$ cat src/rtl/rv32i_control_unit.sv
// rv32i_control_unit
// Decode-stage instruction decoder for the RV32I pipeline. It turns the
// opcode/funct3/funct7 fields into every datapath control for execute,
// memory and writeback.
//
// Ports:
//   CLK, RST          clock, synchronous active-high reset
//   OP, Func3, Func7  instr[6:0], instr[14:12], instr[31:25]
//   REG_W_En, MEM_W_En, Jump_En, Branch_En   enables
//   MEM_Control       access size/sign (follows funct3 for loads/stores)
//   ALU_Control       ALU operation
//   Imm_Type_Sel      immediate format
//   Branch_Src_Sel    jump/branch target base (PC or register)
//   ALU_SrcA_Sel, ALU_SrcB_Sel, Result_Src_Sel   operand/result muxes
//   Illegal_Instr     current encoding is illegal (combinational)
//   Illegal_Seen      sticky: an illegal encoding was seen since reset
//
// Decode is purely combinational. Any unsupported encoding collapses to a
// bubble, so it has no architectural side effect.
module rv32i_control_unit (
    input  logic       CLK,
    input  logic       RST,
    input  logic [6:0] OP,
    input  logic [2:0] Func3,
    input  logic [6:0] Func7,
    output logic       REG_W_En,
    output logic       MEM_W_En,
    output logic       Jump_En,
    output logic       Branch_En,
    output logic [2:0] MEM_Control,
    output logic [3:0] ALU_Control,
    output logic [2:0] Imm_Type_Sel,
    output logic       Branch_Src_Sel,
    output logic       ALU_SrcA_Sel,
    output logic       ALU_SrcB_Sel,
    output logic [1:0] Result_Src_Sel,
    output logic       Illegal_Instr,
    output logic       Illegal_Seen
);

    localparam logic [6:0] OPC_R     = 7'b0110011;
    localparam logic [6:0] OPC_IMM   = 7'b0010011;
    localparam logic [6:0] OPC_LOAD  = 7'b0000011;
    localparam logic [6:0] OPC_STORE = 7'b0100011;
    localparam logic [6:0] OPC_BR    = 7'b1100011;
    localparam logic [6:0] OPC_JAL   = 7'b1101111;
    localparam logic [6:0] OPC_JALR  = 7'b1100111;
    localparam logic [6:0] OPC_LUI   = 7'b0110111;
    localparam logic [6:0] OPC_AUIPC = 7'b0010111;

    localparam logic [6:0] F7_BASE = 7'b0000000;
    localparam logic [6:0] F7_ALT  = 7'b0100000;

    localparam logic [3:0] ALU_ADD = 4'd0,  ALU_SUB  = 4'd1,  ALU_SLL  = 4'd2,
                           ALU_XOR = 4'd3,  ALU_SRL  = 4'd4,  ALU_SRA  = 4'd5,
                           ALU_OR  = 4'd6,  ALU_AND  = 4'd7,  ALU_LUI  = 4'd8,
                           ALU_BEQ = 4'd9,  ALU_BNE  = 4'd10, ALU_BLT  = 4'd11,
                           ALU_BGE = 4'd12, ALU_BLTU = 4'd13, ALU_BGEU = 4'd14;

    localparam logic [2:0] IMM_I = 3'd0, IMM_S = 3'd1, IMM_B = 3'd2,
                           IMM_U = 3'd3, IMM_J = 3'd4;

    localparam logic [2:0] MEM_BYTE = 3'b000;

    localparam logic       BRANCH_PC = 1'b0, BRANCH_REG = 1'b1;
    localparam logic       SRCA_REG  = 1'b0, SRCA_PC    = 1'b1;
    localparam logic       SRCB_REG  = 1'b0, SRCB_IMM   = 1'b1;
    localparam logic [1:0] RESULT_ALU = 2'd0, RESULT_PC4 = 2'd1;

    // ALU op shared by register and immediate arithmetic for the func3
    // values whose meaning does not depend on funct7.
    function automatic logic [3:0] arith_op(input logic [2:0] f3);
        case (f3)
            3'b000:  arith_op = ALU_ADD;
            3'b001:  arith_op = ALU_SLL;
            3'b010:  arith_op = ALU_BLT;
            3'b011:  arith_op = ALU_BLTU;
            3'b100:  arith_op = ALU_XOR;
            3'b101:  arith_op = ALU_SRL;
            3'b110:  arith_op = ALU_OR;
            default: arith_op = ALU_AND;
        endcase
    endfunction

    logic illegal;

    always_comb begin
        REG_W_En       = 1'b0;
        MEM_W_En       = 1'b0;
        Jump_En        = 1'b0;
        Branch_En      = 1'b0;
        MEM_Control    = MEM_BYTE;
        ALU_Control    = ALU_ADD;
        Imm_Type_Sel   = IMM_I;
        Branch_Src_Sel = BRANCH_PC;
        ALU_SrcA_Sel   = SRCA_REG;
        ALU_SrcB_Sel   = SRCB_REG;
        Result_Src_Sel = RESULT_ALU;
        illegal        = 1'b0;

        case (OP)
            OPC_R: begin
                REG_W_En = 1'b1;
                if (Func7 == F7_BASE)
                    ALU_Control = arith_op(Func3);
                else if (Func7 == F7_ALT && Func3 == 3'b000)
                    ALU_Control = ALU_SUB;
                else if (Func7 == F7_ALT && Func3 == 3'b101)
                    ALU_Control = ALU_SRA;
                else
                    illegal = 1'b1;
            end
            OPC_IMM: begin
                REG_W_En     = 1'b1;
                ALU_SrcB_Sel = SRCB_IMM;
                ALU_Control  = arith_op(Func3);
                // Shift-immediates reuse funct7 as the shift-type field.
                if (Func3 == 3'b001 && Func7 != F7_BASE)
                    illegal = 1'b1;
                if (Func3 == 3'b101) begin
                    if (Func7 == F7_ALT)
                        ALU_Control = ALU_SRA;
                    else if (Func7 != F7_BASE)
                        illegal = 1'b1;
                end
            end
            OPC_LOAD: begin
                REG_W_En     = 1'b1;
                MEM_Control  = Func3;
                ALU_SrcB_Sel = SRCB_IMM;
                illegal      = (Func3 == 3'b011) || (Func3 == 3'b110) || (Func3 == 3'b111);
            end
            OPC_STORE: begin
                MEM_W_En     = 1'b1;
                MEM_Control  = Func3;
                Imm_Type_Sel = IMM_S;
                ALU_SrcB_Sel = SRCB_IMM;
                illegal      = Func3[2] || (Func3 == 3'b011);
            end
            OPC_BR: begin
                Branch_En    = 1'b1;
                Imm_Type_Sel = IMM_B;
                case (Func3)
                    3'b000:  ALU_Control = ALU_BEQ;
                    3'b001:  ALU_Control = ALU_BNE;
                    3'b100:  ALU_Control = ALU_BLT;
                    3'b101:  ALU_Control = ALU_BGE;
                    3'b110:  ALU_Control = ALU_BLTU;
                    3'b111:  ALU_Control = ALU_BGEU;
                    default: illegal     = 1'b1;
                endcase
            end
            OPC_JAL: begin
                REG_W_En       = 1'b1;
                Jump_En        = 1'b1;
                Imm_Type_Sel   = IMM_J;
                Result_Src_Sel = RESULT_PC4;
            end
            OPC_JALR: begin
                REG_W_En       = 1'b1;
                Jump_En        = 1'b1;
                Branch_Src_Sel = BRANCH_REG;
                ALU_SrcB_Sel   = SRCB_IMM;
                Result_Src_Sel = RESULT_PC4;
                illegal        = (Func3 != 3'b000);
            end
            OPC_LUI: begin
                REG_W_En     = 1'b1;
                ALU_Control  = ALU_LUI;
                Imm_Type_Sel = IMM_U;
                ALU_SrcB_Sel = SRCB_IMM;
            end
            OPC_AUIPC: begin
                REG_W_En     = 1'b1;
                Imm_Type_Sel = IMM_U;
                ALU_SrcA_Sel = SRCA_PC;
                ALU_SrcB_Sel = SRCB_IMM;
            end
            default: illegal = 1'b1;
        endcase

        // Illegal encodings become a bubble: nothing may write or redirect.
        if (illegal) begin
            REG_W_En       = 1'b0;
            MEM_W_En       = 1'b0;
            Jump_En        = 1'b0;
            Branch_En      = 1'b0;
            MEM_Control    = MEM_BYTE;
            ALU_Control    = ALU_ADD;
            Imm_Type_Sel   = IMM_I;
            Branch_Src_Sel = BRANCH_PC;
            ALU_SrcA_Sel   = SRCA_REG;
            ALU_SrcB_Sel   = SRCB_REG;
            Result_Src_Sel = RESULT_ALU;
        end
    end

    assign Illegal_Instr = illegal;

    // Reset wins over a simultaneous illegal instruction.
    always_ff @(posedge CLK) begin
        if (RST)
            Illegal_Seen <= 1'b0;
        else if (illegal)
            Illegal_Seen <= 1'b1;
    end

endmodule

$ cat config.mk
export PLATFORM = sky130hd
export DESIGN_NAME = rv32i_control_unit
export DESIGN_NICKNAME = d
export VERILOG_FILES = /design/src/rtl/rv32i_control_unit.sv
export SDC_FILE = /design/constraint.sdc
export NUM_CORES = 1
export LEC_CHECK = 0
export BUFFER_PORTS_ARGS = -buffer_cell sky130_fd_sc_hd__buf_4
export CORE_MARGIN = 4
export CORE_UTILIZATION = 30
export CTS_CLUSTER_SIZE = 16
export DETAILED_ROUTE_END_ITERATION = 10
export PLACE_DENSITY = 0.66
export SETUP_SLACK_MARGIN = 0.4
export SYNTH_ARGS = -nofsm -noshare
export SYNTH_HDL_FRONTEND = slang
export SYNTH_SLANG_ARGS = --single-unit
$ cat constraint.sdc
create_clock -name CLK -period 7.8 [get_ports CLK]
set_input_delay 1.56 -clock CLK [delete_from_list [all_inputs] [get_ports CLK]]
set_output_delay 1.56 -clock CLK [all_outputs]
set_load 0.1 [all_outputs]
==> summary.md <==
| Metric | Value |
|---|---|
| Ys flop type | `dfxtp_1` |
| DP HPWL | `1990 um` |
| Power share of the combinational group | `88.7%` |
| Switching pwr | `0.0296 mW` |
| Post-Syn Instances | `118` |
| Vias in the first global route | `940` |
| Global-route wire length before repair | `4170 um` |
| Clk network pwr share | `0%` |
| Seq cells post-synth | `1` |
| FMAX | `191 MHz` |
| Post-CTS sizing | `0` |
| Biggest regs | `Illegal_Seen: 1 flops` |
| Die Span X | `59.3 um` |
| Ys async rst share | `0%` |
| Worst EP arrival | `3680 ps` |
| Yosys top cell area share | `5.55%` |
| Final setup viols | `0` |
| GR Overflow Total | `0` |
| Top cells by count, synth | `10 x nand2_1, 9 x nor2_1, 8 x nor3_1, 7 x inv_1, 7 x nor2b_1` |
| Sw Share | `58.6%` |
| Vias per cell | `5.67` |
| Tot GR Track Use | `14.2%` |
| Initial Util | `31.6%` |
| Peak supply drop | `0.0000478 V` |
| CP Data Required Time | `6240 ps` |
| Setup Skew | `0 ps` |
| Port-buffer cells | `38` |
| RSZ-0062 raised after global routing | `false` |
| DRT antenna net count | `0` |
| Vias | `1004` |
| CORE AREA | `0.00250 mm^2` |
| Cell taking the most area after synthesis | `nor2b_1` |
| Residual DRC count | `0` |
| Placed cells | `177` |
| Tmin final | `5240 ps` |
| TritonRoute pass-1 iters | `4` |
| Seq. cell area | `20.0 um^2` |
| Leak Pwr | `0.447 nW` |
| PD cells | `48.6 mW/mm^2` |
| Setup Crit Path Kind | `primary input to primary output` |
| Sequential share of the synthesized area | `2.54%` |
| Num rows | `18` |
| Largest Register | `Illegal_Seen` |
| Die Y | `59.3 um` |
| Max FFs per register | `1` |
| Nets@finish | `168` |
| # IOs | `40` |
| Place WS | `2570 ps` |
| Post-route insts no fill | `177` |
| Worst-case reg-to-reg path depth | `2` |
| Area of the multi-input gates | `668 um^2` |
| Hold Crit Depth | `2` |
| Hold WC Path Type | `register to register` |
| Initial antenna violation count | `0` |
| Worst-path fanout max | `6` |
| Slew Viols, Final | `0` |
| Clk slew on worst S/H paths | `0 ps` |
| Setup TNS | `0 ps` |
| Wire per inst | `14.2 um` |
| Syn_nets | `137` |
| Status | `finished clean` |
| Post CTS Setup Buffer Count | `0` |
| Flop pwr share | `11.3%` |
| Ant diodes | `0` |
| Clk Latency, worst-skew pair | `0 ps` |
| Die ar. | `0.00352 mm^2` |
| Crit path launch type | `primary input` |
| Most frequent cell after synthesis | `nand2_1` |
| Fraction of layout cells with a size suffix above 1 | `32.0%` |
| Placer Congestion | `0.810` |
| Post-synth EDFFs | `0` |
| Pint | `0.0209 mW` |
| Synthesized area per cell | `6.69 um^2` |
| # hold bufs at CTS | `0` |
| Final worst path period share | `67.2%` |
| Largest net degree at the start of global routing | `17` |
| Largest cells by area after synthesis | `nor2b_1 5.5%, nor3_1 5.1%, nand2_1 4.8%` |
| Ys Warns | `0` |
| Initial DRC count | `31` |
| Setup crit end kind | `primary output` |
| Fin. Hold Viols | `0` |
| Drt total wl | `2510 um` |
| Max Cap Viol | `0` |
| Cell variety after synth | `54` |
| FILL cells | `261` |
| Setup WS post-layout | `2560 ps` |
| Area growth from synthesis to layout | `31.4%` |
| Synthesized area | `790 um^2` |
-- critical path: stages --
cell and delay (ps):
buf_4 110, or4_4 540, a2111o_1 420, a221o_2 400, nor4_2 310, buf_4 340
-- kinds of logic after synthesis --
family | synth area share (%)
simple gates | 50.1
flops | 2.54
other cells | 0.475
compound gates | 33.0
xor+xnor | 1.11
buf+inv | 12.8
-- through the flow --
step	utilization [%]	power (mW)	hold slack (ps)	cell area, um^2
final	41.5	0.0504	554	1040
after global routing	41.5	0.0542	633	1040
after CTS	41.5	0.0502	564	1040
after detailed placement	41.5	0.0501	561	1040
after global placement	41.5	0.0492	552	1040
after floorplan	-	0.0373	984	790
-- worst paths after layout --
kind	start	slack, ps	end
setup reg to reg	Illegal_Seen	7140	Illegal_Seen
hold / removal	Illegal_Seen	550	Illegal_Seen
setup / recovery	Func7[3]	2560	ALU_Control[1]
hold reg to reg	Illegal_Seen	550	Illegal_Seen
-- power by group through the flow --
stage | clock network, mW | logic [mW] | registers (mW)
final | 0 | 0.0448 | 0.00569
after global routing | 0 | 0.0485 | 0.00573
after CTS | 0 | 0.0445 | 0.00570
after detailed placement | 0 | 0.0444 | 0.00569
after global placement | 0 | 0.0435 | 0.00570
after floorplan | 0 | 0.0292 | 0.00805
-- placed cells by master, fill, tap and decap left out, types with 3 or more instances in the layout --
cell type,n
nor3_1,8
inv_1,7
a21oi_1,5
o21ai_0,6
buf_4,38
nor4_1,3
nor2_1,9
nand2_1,10
or3b_1,3
nor2b_1,7
o221ai_1,3
-- cell type report --
class	count	area share, %
multi-input combinational	101	64.4
timing repair buffer	38	27.5
tap	30	3.62
inverter	7	2.53
sequential	1	1.93
-- layer usage --
layer	GRT usage [%]	vias up	wire length (um)
li1	-	504	-
met1	18.9	465	1140
met2	25.7	35	1190
met3	1.53	0	185
met4	0.324	0	0
met5	0	-	0
Note: power is estimated with default switching activity, not from simulation.
